--- src/rtl/rf_pulse_pkg.sv ---
`default_nettype none
// ============================================================================
// Module   : rf_pulse_pkg
// Purpose  : Shared state encoding and default sizing for the FSK burst generator.
// Revision : 1.0 - initial release
// ============================================================================
package rf_pulse_pkg;

    typedef enum logic [1:0] {
        IDLE  = 2'd0,
        BURST = 2'd1,
        GAP   = 2'd2
    } rf_state_e;

    localparam int c_def_cnt_w        = 8;
    localparam int c_def_burst_cycles = 64;
    localparam int c_def_gap_cycles   = 16;

endpackage
`default_nettype wire

--- src/rtl/rf_carrier_div.sv ---
`default_nettype none
// ============================================================================
// Module   : rf_carrier_div
// Purpose  : Half-period divider producing the burst carrier; hp captured on load.
// Revision : 1.0 - initial release
// ============================================================================
module rf_carrier_div #(
    parameter int CNT_W = 8
) (
    input  logic             clk,
    input  logic             rst,
    input  logic             load,
    input  logic             run,
    input  logic [CNT_W-1:0] hp,
    output logic             carrier
);

    localparam logic [CNT_W-1:0] c_one = CNT_W'(1);

    logic [CNT_W-1:0] hp_q, hp_d;
    logic [CNT_W-1:0] car_cnt_q, car_cnt_d;
    logic             carrier_q, carrier_d;

    always_comb begin
        hp_d      = hp_q;
        car_cnt_d = car_cnt_q;
        carrier_d = carrier_q;
        if (load) begin
            // A zero half-period would never toggle; treat it as the fastest carrier.
            hp_d      = (hp == '0) ? c_one : hp;
            car_cnt_d = '0;
            carrier_d = 1'b1;
        end else if (run) begin
            if (car_cnt_q == hp_q - c_one) begin
                car_cnt_d = '0;
                carrier_d = ~carrier_q;
            end else begin
                car_cnt_d = car_cnt_q + c_one;
            end
        end else begin
            car_cnt_d = '0;
            carrier_d = 1'b0;
        end
    end

    always_ff @(posedge clk or posedge rst) begin
        if (rst) begin
            hp_q      <= '0;
            car_cnt_q <= '0;
            carrier_q <= 1'b0;
        end else begin
            hp_q      <= hp_d;
            car_cnt_q <= car_cnt_d;
            carrier_q <= carrier_d;
        end
    end

    assign carrier = carrier_q;

endmodule
`default_nettype wire

--- src/rtl/rf_fsk_burst_gen.sv ---
`default_nettype none
// ============================================================================
// Module   : rf_fsk_burst_gen
// Purpose  : One fixed-length FSK carrier burst per accepted symbol, then a guard gap.
// Revision : 1.0 - initial release
// ============================================================================
module rf_fsk_burst_gen
    import rf_pulse_pkg::*;
#(
    parameter int CNT_W        = c_def_cnt_w,
    parameter int BURST_CYCLES = c_def_burst_cycles,
    parameter int GAP_CYCLES   = c_def_gap_cycles
) (
    input  logic             clk,
    input  logic             rst,
    input  logic             sym_valid,
    output logic             sym_ready,
    input  logic             sym_bit,
    input  logic [CNT_W-1:0] half_per0,
    input  logic [CNT_W-1:0] half_per1,
    input  logic             abort,
    output logic             rf_out,
    output logic             burst_active,
    output logic             sym_done
);

    localparam int c_bw = $clog2(BURST_CYCLES + 1);
    localparam int c_gw = (GAP_CYCLES > 0) ? $clog2(GAP_CYCLES + 1) : 1;
    localparam logic [c_bw-1:0] c_burst_last = c_bw'(BURST_CYCLES - 1);
    localparam logic [c_gw-1:0] c_gap_last   = c_gw'((GAP_CYCLES > 0) ? GAP_CYCLES - 1 : 0);

    generate
        if (BURST_CYCLES < 1 || CNT_W < 1) begin : g_bad_params
            $error("rf_fsk_burst_gen: BURST_CYCLES and CNT_W must be >= 1");
        end
    endgenerate

    rf_state_e        state_q, state_d;
    logic [c_bw-1:0]  burst_cnt_q, burst_cnt_d;
    logic [c_gw-1:0]  gap_cnt_q, gap_cnt_d;
    logic             sym_done_q, sym_done_d;

    logic             w_load;
    logic             w_carrier;
    logic [CNT_W-1:0] w_hp_sel;

    assign sym_ready    = (state_q == IDLE);
    assign burst_active = (state_q == BURST);
    assign sym_done     = sym_done_q;
    assign rf_out       = w_carrier & burst_active;

    assign w_load   = sym_valid & sym_ready & ~abort;
    assign w_hp_sel = sym_bit ? half_per1 : half_per0;

    rf_carrier_div #(
        .CNT_W (CNT_W)
    ) u_carrier_div (
        .clk     (clk),
        .rst     (rst),
        .load    (w_load),
        .run     (burst_active),
        .hp      (w_hp_sel),
        .carrier (w_carrier)
    );

    always_comb begin
        state_d     = state_q;
        burst_cnt_d = burst_cnt_q;
        gap_cnt_d   = gap_cnt_q;
        sym_done_d  = 1'b0;
        if (abort) begin
            state_d     = IDLE;
            burst_cnt_d = '0;
            gap_cnt_d   = '0;
        end else begin
            case (state_q)
                IDLE: begin
                    if (w_load) begin
                        state_d     = BURST;
                        burst_cnt_d = '0;
                    end
                end
                BURST: begin
                    if (burst_cnt_q == c_burst_last) begin
                        state_d     = (GAP_CYCLES == 0) ? IDLE : GAP;
                        burst_cnt_d = '0;
                        gap_cnt_d   = '0;
                        sym_done_d  = 1'b1;
                    end else begin
                        burst_cnt_d = burst_cnt_q + c_bw'(1);
                    end
                end
                GAP: begin
                    if (gap_cnt_q == c_gap_last) begin
                        state_d   = IDLE;
                        gap_cnt_d = '0;
                    end else begin
                        gap_cnt_d = gap_cnt_q + c_gw'(1);
                    end
                end
                default: begin
                    state_d     = IDLE;
                    burst_cnt_d = '0;
                    gap_cnt_d   = '0;
                end
            endcase
        end
    end

    always_ff @(posedge clk or posedge rst) begin
        if (rst) begin
            state_q     <= IDLE;
            burst_cnt_q <= '0;
            gap_cnt_q   <= '0;
            sym_done_q  <= 1'b0;
        end else begin
            state_q     <= state_d;
            burst_cnt_q <= burst_cnt_d;
            gap_cnt_q   <= gap_cnt_d;
            sym_done_q  <= sym_done_d;
        end
    end

endmodule
`default_nettype wire

--- config.mk ---
export PLATFORM = sky130hd
export DESIGN_NAME = rf_fsk_burst_gen
export DESIGN_NICKNAME = d
export VERILOG_FILES = /design/src/rtl/rf_pulse_pkg.sv /design/src/rtl/rf_carrier_div.sv /design/src/rtl/rf_fsk_burst_gen.sv
export SDC_FILE = /design/constraint.sdc
export NUM_CORES = 1
export LEC_CHECK = 0
export BUFFER_PORTS_ARGS = -buffer_cell sky130_fd_sc_hd__buf_2
export CAP_MARGIN = 20
export CORE_UTILIZATION = 30
export CTS_CLUSTER_DIAMETER = 150
export DETAILED_ROUTE_END_ITERATION = 10
export SYNTH_ARGS = -nofsm -noshare
export SYNTH_HDL_FRONTEND = slang
export SYNTH_SLANG_ARGS = --single-unit
export TNS_END_PERCENT = 30
--- constraint.sdc ---
create_clock -name clk -period 2.46 [get_ports clk]
set_clock_uncertainty 0.2 [all_clocks]
set_input_delay 0.615 -clock clk [delete_from_list [all_inputs] [get_ports clk]]
set_output_delay 0.615 -clock clk [all_outputs]
set_load 0.005 [all_outputs]
==> results of run 1 <==
report_power, final:
group / total, mW / internal, mW / switching (mW)
clock network: 0.505 / 0.300 / 0.205
registers: 0.617 / 0.564 / 0.0535
logic: 0.231 / 0.107 / 0.124
total: 1.35 / 0.970 / 0.383
cell usage in the layout (no fill, tap or decap), types with 2 or more instances in the layout:
master,Yosys,final
dfrtp_1,32,32
a21oi_1,12,12
a31oi_1,2,2
nand3_1,6,6
xor2_1,8,8
and4_1,2,2
or2_2,2,2
clkbuf_8,0,5
mux2i_1,7,7
nor3_1,6,6
o21ai_0,15,15
and3_1,4,4
ha_1,4,4
a211oi_1,2,2
buf_2,0,24
inv_1,7,7
nand3b_1,2,2
or4_1,2,2
xnor2_1,6,6
nor4_1,6,6
nand2_1,15,15
buf_4,0,4
nor2b_1,2,2
nor2_1,22,22
and2_1,2,2
flip-flops by register name (all words and copies together), names as in the netlist:
name                     cells
burst_cnt_q                  7
state_q                      2
u_carrier_div.car_cnt_q      8
gap_cnt_q                    5
sym_done                     1
u_carrier_div.hp_q           8
u_carrier_div.carrier        1
worst min-delay path: cells and delay by family:
kind	cells	cell delay, ps
buffers and inverters	3	480
kinds of logic (layout without fill, tap and decap cells):
| family | after synthesis | after routing | synth area share |
|---|---|---|---|
| adders and majority gates | 4 | 4 | 0.0282 |
| muxes | 7 | 7 | 0.0395 |
| DFF | 32 | 32 | 0.452 |
| and+or+nand+nor | 76 | 76 | 0.222 |
| AOI/OAI and AO/OA | 44 | 44 | 0.164 |
| buffers and inverters | 12 | 43 | 0.0254 |
| xor gates and xnor gates | 14 | 14 | 0.0692 |
worst paths after layout:
kind / startpoint / end / slack (ps) / cells after the start
max: state_q[0]$_DFFE_PP0P_ / rf_out / 140 / 3
min: rst / u_carrier_div.car_cnt_q[5]$_DFF_PP0_ / 190 / 3
max reg2reg: u_carrier_div.hp_q[0]$_DFFE_PP0P_ / u_carrier_div.carrier$_DFFE_PP0P_ / 190 / 7
min reg2reg: burst_cnt_q[6]$_DFFE_PP0P_ / burst_cnt_q[6]$_DFFE_PP0P_ / 290 / 1
max in group asynchronous: rst / state_q[0]$_DFFE_PP0P_ / 1560 / 3
min in group clk: burst_cnt_q[6]$_DFFE_PP0P_ / burst_cnt_q[6]$_DFFE_PP0P_ / 290 / 1
stage by stage:
step	total power, mW	hold slack, ps	setup WS (ps)	std cells
after floorplan	0.785	250	394	189
after global placement	0.858	260	206	284
after detailed placement	0.860	272	179	284
after CTS	1.37	214	106	292
after global routing	1.44	238	29.2	292
final	1.35	191	136	292
layout make-up:
cell class / instances / share of cell area
multi-input cells: 145 / 0.440
clock inverters: 3 / 0.0202
flip-flops and latches: 32 / 0.380
well taps: 72 / 0.0428
clock buffers: 5 / 0.0327
repair buffers: 28 / 0.0713
inverters: 7 / 0.0125
layer usage:
layer	part of all wire	global-route usage	up-vias
li1	-	-	740
met1	0.49	0.173	665
met2	0.46	0.215	35
met3	0.045	0.0287	6
met4	0.013	0.0545	0
met5	0	0	-
==> metrics.md, run 1 <==
| Metric | Value |
|---|---|
| Status | `completed` |
| Critical Path Start Type | `flip-flop` |
| Gate Count Post-Synth | `189` |
| Distinct cell type count after synthesis | `42` |
| Postcts setup bufs | `0` |
| Fillers | `585` |
| Final Hold Vio Count | `0` |
| Fraction of final layout cells sized beyond drive strength 1 | `0.186` |
| Critical path data arrival time | `1510 ps` |
| CTS buffer count | `5` |
| Number of antenna repair diodes | `0` |
| Slew Viols, Final | `0` |
| Min Tclk post-route | `2320 ps` |
| MaxCap Viol Count | `0` |
| DR pass1 iterations | `4` |
| Slew Limit Headroom | `0.601` |
| Routed vias | `1446` |
| Slew @ Worst Pin | `592 ps` |
| Area post-placement | `1990 µm²` |
| Worst EP required | `1640 ps` |
| Top cells by area, synth | `dfrtp_1 (45%), nor2_1 (4.7%), o21ai_0 (4.2%)` |
| Initial antenna violation count | `0` |
| IO Count | `25` |
| Yosys warns | `0` |
| Routed WL | `3690 µm` |
| Synth Area per Inst | `9.37 µm²` |
| Rows | `27` |
| Post-synth EDFFs | `0` |
| Post-Syn Nets | `214` |
| Fin area | `2100 µm²` |
| Longest Clk Path Bufs | `2` |
| # hold bufs at CTS | `0` |
| Area grow syn2layout | `18.8%` |
| Worst path bufs/invs | `1` |
| Slowest cell on crit path | `dfrtp_1` |
| Total core area | `5610 µm²` |
| Worst min-delay path class | `primary input to async pin` |
| Cell with the most instances after synthesis | `dfrtp_1` |
| Nets | `244` |
| CP Class | `flip-flop to output port` |
| CP top delay family | `simple AND/OR/NAND/NOR gates` |
| Vias in the first global route | `1435` |
| Register area | `801 µm²` |
| Top_reg_cell synth | `dfrtp_1` |
| DRT iter0 DRCs | `85` |
| Max incr delay on CP | `500 ps` |
| Post-DP HPWL | `2790 µm` |
| CTS H-tree lvls | `2` |
| Die height | `78.9 µm` |
| Via/cell ratio | `4.95` |
| Register area share after synthesis | `0.452` |
| Resized cells post-CTS | `0` |
| Largest net degree at the start of global routing | `33` |
| IO buf count | `24` |
| Max Freq | `430 MHz` |
| GR Overflow Total | `0` |
| Share of the synthesized area in the top cell type | `0.452` |
| Worst-path fanout max | `10` |
| CP Capture Type | `output port` |
| Mapped Area | `1770 µm²` |
| Chip width | `78.9 µm` |
| Clock Root Buffer | `clkbuf_8` |
| Dominant cell type by area after synthesis | `dfrtp_1` |
| Synth Register Bits | `32` |
| Routability Congestion | `0.817` |
| Die Area | `6220 µm²` |
| DRC | `0` |
| CTS tree | `yes` |
| Period utilization | `0.945` |
| Initial Util | `0.316` |
| Setup TNS | `0 ps` |
| Antenna Nets Post-Route | `0` |
| VDD IR-drop max | `0.371 mV` |
| Clk sink count | `32` |
| Leak | `0.943 nW` |
| Clk_lat worst skew | `290 ps` |
| First-pass GRT wire length | `6490 µm` |
| RSZ-0062 raised after global routing | `false` |
| Drt wl/cell | `12.6 µm` |
| Post-layout util | `0.375` |
| Commonest cells in the netlist | `dfrtp_1 (32), nor2_1 (22), nand2_1 (15), o21ai_0 (15), a21oi_1 (12)` |
| Setup violations, final | `0` |
| Clock transition at the registers of the reported paths | `80 ps` |
| Ys async rst share | `1.00` |
| CP Cell Sequence | `nor2b_1 > and2_1 > buf_2` |
| Multi-input gate area | `926 µm²` |
| PwrDens | `643 nW/µm²` |
| Tot GR Track Use | `0.133` |
Note: power is estimated with default switching activity, not from simulation.
==> inputs of run 2 (changes only) <==
--- a/config.mk
+++ b/config.mk
@@ -10,6 +10,7 @@
 export CORE_UTILIZATION = 30
 export CTS_CLUSTER_DIAMETER = 150
 export DETAILED_ROUTE_END_ITERATION = 10
+export PLACE_DENSITY = 0.47
 export SYNTH_ARGS = -nofsm -noshare
 export SYNTH_HDL_FRONTEND = slang
 export SYNTH_SLANG_ARGS = --single-unit
==> run 2 against run 1 <==
Largest cell class unchanged. Combinational power rose by 4%. Global-route usage fell by 0.26 points. Die area is the same. Critical path type unchanged. Sequential power hardly changed. Fmax rose by 0.68%. Final area rose by 1.1%. Total power increased by 3.7%. Clock power rose by 8.3%. Hold slack improved by 22 ps. Critical path depth unchanged. Wire length shrank 0.70%. Register-to-register slack worse by 40 ps.
==> metrics.md, run 2 (synthesis gave the netlist of run 1 again) <==
| Metric | Value |
|---|---|
| Status | `completed` |
| Nets | `245 (+0.41%)` |
| Total core area | `5610 µm² (unchanged)` |
| Register area | `801 µm² (unchanged)` |
| Clk_lat worst skew | `280 ps (about the same)` |
| Chip width | `78.9 µm (unchanged)` |
| Via/cell ratio | `4.83 (-2.4%)` |
| Commonest non-fill, non-tap cell in the layout | `dfrtp_1` |
| Worst-path fanout max | `10 (unchanged)` |
| Die Area | `6220 µm² (unchanged)` |
| Fillers | `604 (+3.2%)` |
| Drt wl/cell | `12.5 µm (-1.0%)` |
| Total Power | `1.40 mW (+3.7%)` |
| RSZ-0062 raised after global routing | `false` |
| CTS H-tree lvls | `2 (unchanged)` |
| Rows | `27 (unchanged)` |
| Antenna Nets Post-Route | `0 (unchanged)` |
| Number of antenna repair diodes | `0 (unchanged)` |
| Regs by FF count | `u_carrier_div.car_cnt_q x8, u_carrier_div.hp_q x8, burst_cnt_q x7` |
| DR pass1 iterations | `4 (unchanged)` |
| First-pass GRT wire length | `6290 µm (-3.2%)` |
| MaxCap Viol Count | `0 (unchanged)` |
| Fraction of final layout cells sized beyond drive strength 1 | `0.190 (+0.00368)` |
| Slew Viols, Final | `0 (unchanged)` |
| Die height | `78.9 µm (unchanged)` |
| Largest net degree at the start of global routing | `33 (unchanged)` |
| Most frequent cells in the layout | `dfrtp_1 (32), buf_2 (24), nor2_1 (22)` |
| DRT iter0 DRCs | `101 (+19%)` |
| Post-DP HPWL | `2750 µm (-1.4%)` |
| Worst min-delay path class | `primary input to async pin` |
| Max Freq | `433 MHz (+0.68%)` |
| CP Capture Type | `output port` |
| Tot GR Track Use | `0.131 (-0.00261)` |
| Multi-input gate area | `926 µm² (unchanged)` |
| Critical Path Start Type | `flip-flop` |
| Clock transition at the registers of the reported paths | `70 ps (about the same)` |
| Postcts setup bufs | `0 (unchanged)` |
| Slew Limit Headroom | `0.590 (-0.0118)` |
| Routed vias | `1416 (-2.1%)` |
| CTS tree | `yes` |
| GR Overflow Total | `0 (unchanged)` |
| Initial antenna violation count | `0 (unchanged)` |
| CP Cell Sequence | `nor2b_1 > and2_1 > buf_2` |
| Worst Slack Setup Final | `151 ps (+15.8 ps)` |
| Setup TNS | `0 ps (unchanged)` |
| VDD IR-drop max | `0.233 mV (-37%)` |
| PwrDens | `659 nW/µm² (+2.6%)` |
| Worst EP required | `1640 ps (about the same)` |
| Final Hold Vio Count | `0 (unchanged)` |
| IO buf count | `24 (unchanged)` |
| Vias in the first global route | `1364 (-4.9%)` |
| Routability Congestion | `0.765 (-6.3%)` |
| Initial Util | `0.316 (unchanged)` |
| Clock Root Buffer | `clkbuf_8` |
| Routed WL | `3660 µm (-0.70%)` |
| R2R Path End | `u_carrier_div.carrier$_DFFE_PP0P_` |
| Area grow syn2layout | `20.1%` |
| Reg2Reg Setup Slack | `150 ps (-40 ps)` |
| Period utilization | `0.938 (-0.00641)` |
| Longest Clk Path Bufs | `2 (unchanged)` |
| Clk sink count | `32 (unchanged)` |
| DRC | `0 (unchanged)` |
| Critical path data arrival time | `1490 ps (-20 ps)` |
| RR Startpoint | `u_carrier_div.hp_q[0]$_DFFE_PP0P_` |
| CP Class | `flip-flop to output port` |
| Resized cells post-CTS | `0 (unchanged)` |
| IO Count | `25 (unchanged)` |
| CTS buffer count | `5 (unchanged)` |
| Setup violations, final | `0 (unchanged)` |
| Slowest cell on crit path | `dfrtp_1` |
| Max incr delay on CP | `500 ps (about the same)` |
| Worst Reg-to-Reg Cells | `7 (unchanged)` |
| # hold bufs at CTS | `0 (unchanged)` |
| Setup WS pre-CTS | `115 ps (-64.6 ps)` |
| Leak | `0.958 nW (+1.6%)` |
| Min Tclk post-route | `2310 ps (-15.8 ps)` |
| Slew @ Worst Pin | `610 ps (+17.5 ps)` |
## run 2: changes by cell type in the layout (fill, tap and decap cells not counted), sizes merged
cell / previous run / this run
clkinv: 1 / 0
clkbuf: 5 / 7
clkinvlp: 1 / 0
buf: 28 / 29
## run 2: worst max-delay path, delay by kind of cell (launching register included)
kind	cells	cell delay, ps
buffers and inverters	1	100
and+or+nand+nor	2	610
DFF	1	500
## run 2: cell type report
class	instances	share of cell area
Clock buffer	7	0.0453
Clock inverter	1	0.0141
Inverter	7	0.0124
Multi-Input combinational cell	145	0.435
Sequential cell	32	0.376
Tap cell	72	0.0424
Timing Repair Buffer	29	0.0741
## run 2: power by group
group	internal, mW	switching, mW	total (mW)
combinational	0.111	0.130	0.241
sequential	0.564	0.0513	0.615
clock	0.357	0.189	0.547
total	1.03	0.370	1.40
## run 2: worst max-delay path by stage
stage,start,to
2_1_floorplan,u_carrier_div.hp_q[2]$_DFFE_PP0P_,u_carrier_div.carrier$_DFFE_PP0P_
3_3_place_gp,u_carrier_div.hp_q[0]$_DFFE_PP0P_,u_carrier_div.car_cnt_q[7]$_DFF_PP0_
3_5_place_dp,u_carrier_div.hp_q[0]$_DFFE_PP0P_,u_carrier_div.car_cnt_q[3]$_DFF_PP0_
4_1_cts,u_carrier_div.hp_q[0]$_DFFE_PP0P_,u_carrier_div.car_cnt_q[5]$_DFF_PP0_
5_1_grt,u_carrier_div.hp_q[2]$_DFFE_PP0P_,u_carrier_div.car_cnt_q[3]$_DFF_PP0_
6_report,state_q[0]$_DFFE_PP0P_,rf_out
## run 2: routing by layer
metal / GRT usage / wire, µm / up-vias
li1: - / - / 747
met5: 0 / 0 / -
met1: 0.175 / 1840 / 645
met2: 0.206 / 1680 / 19
met4: 0.0382 / 23 / 0
met3: 0.0356 / 122 / 5
## run 2: through the flow
| stage | util | hold slack [ps] | std cells | instance area, µm² |
|---|---|---|---|---|
| floorplan | - | 250 | 189 | 1770 |
| global placement | 0.357 | 261 | 285 | 2000 |
| detailed placement | 0.357 | 269 | 285 | 2000 |
| CTS | 0.379 | 225 | 293 | 2130 |
| global route | 0.379 | 265 | 293 | 2130 |
| finish | 0.379 | 213 | 293 | 2130 |
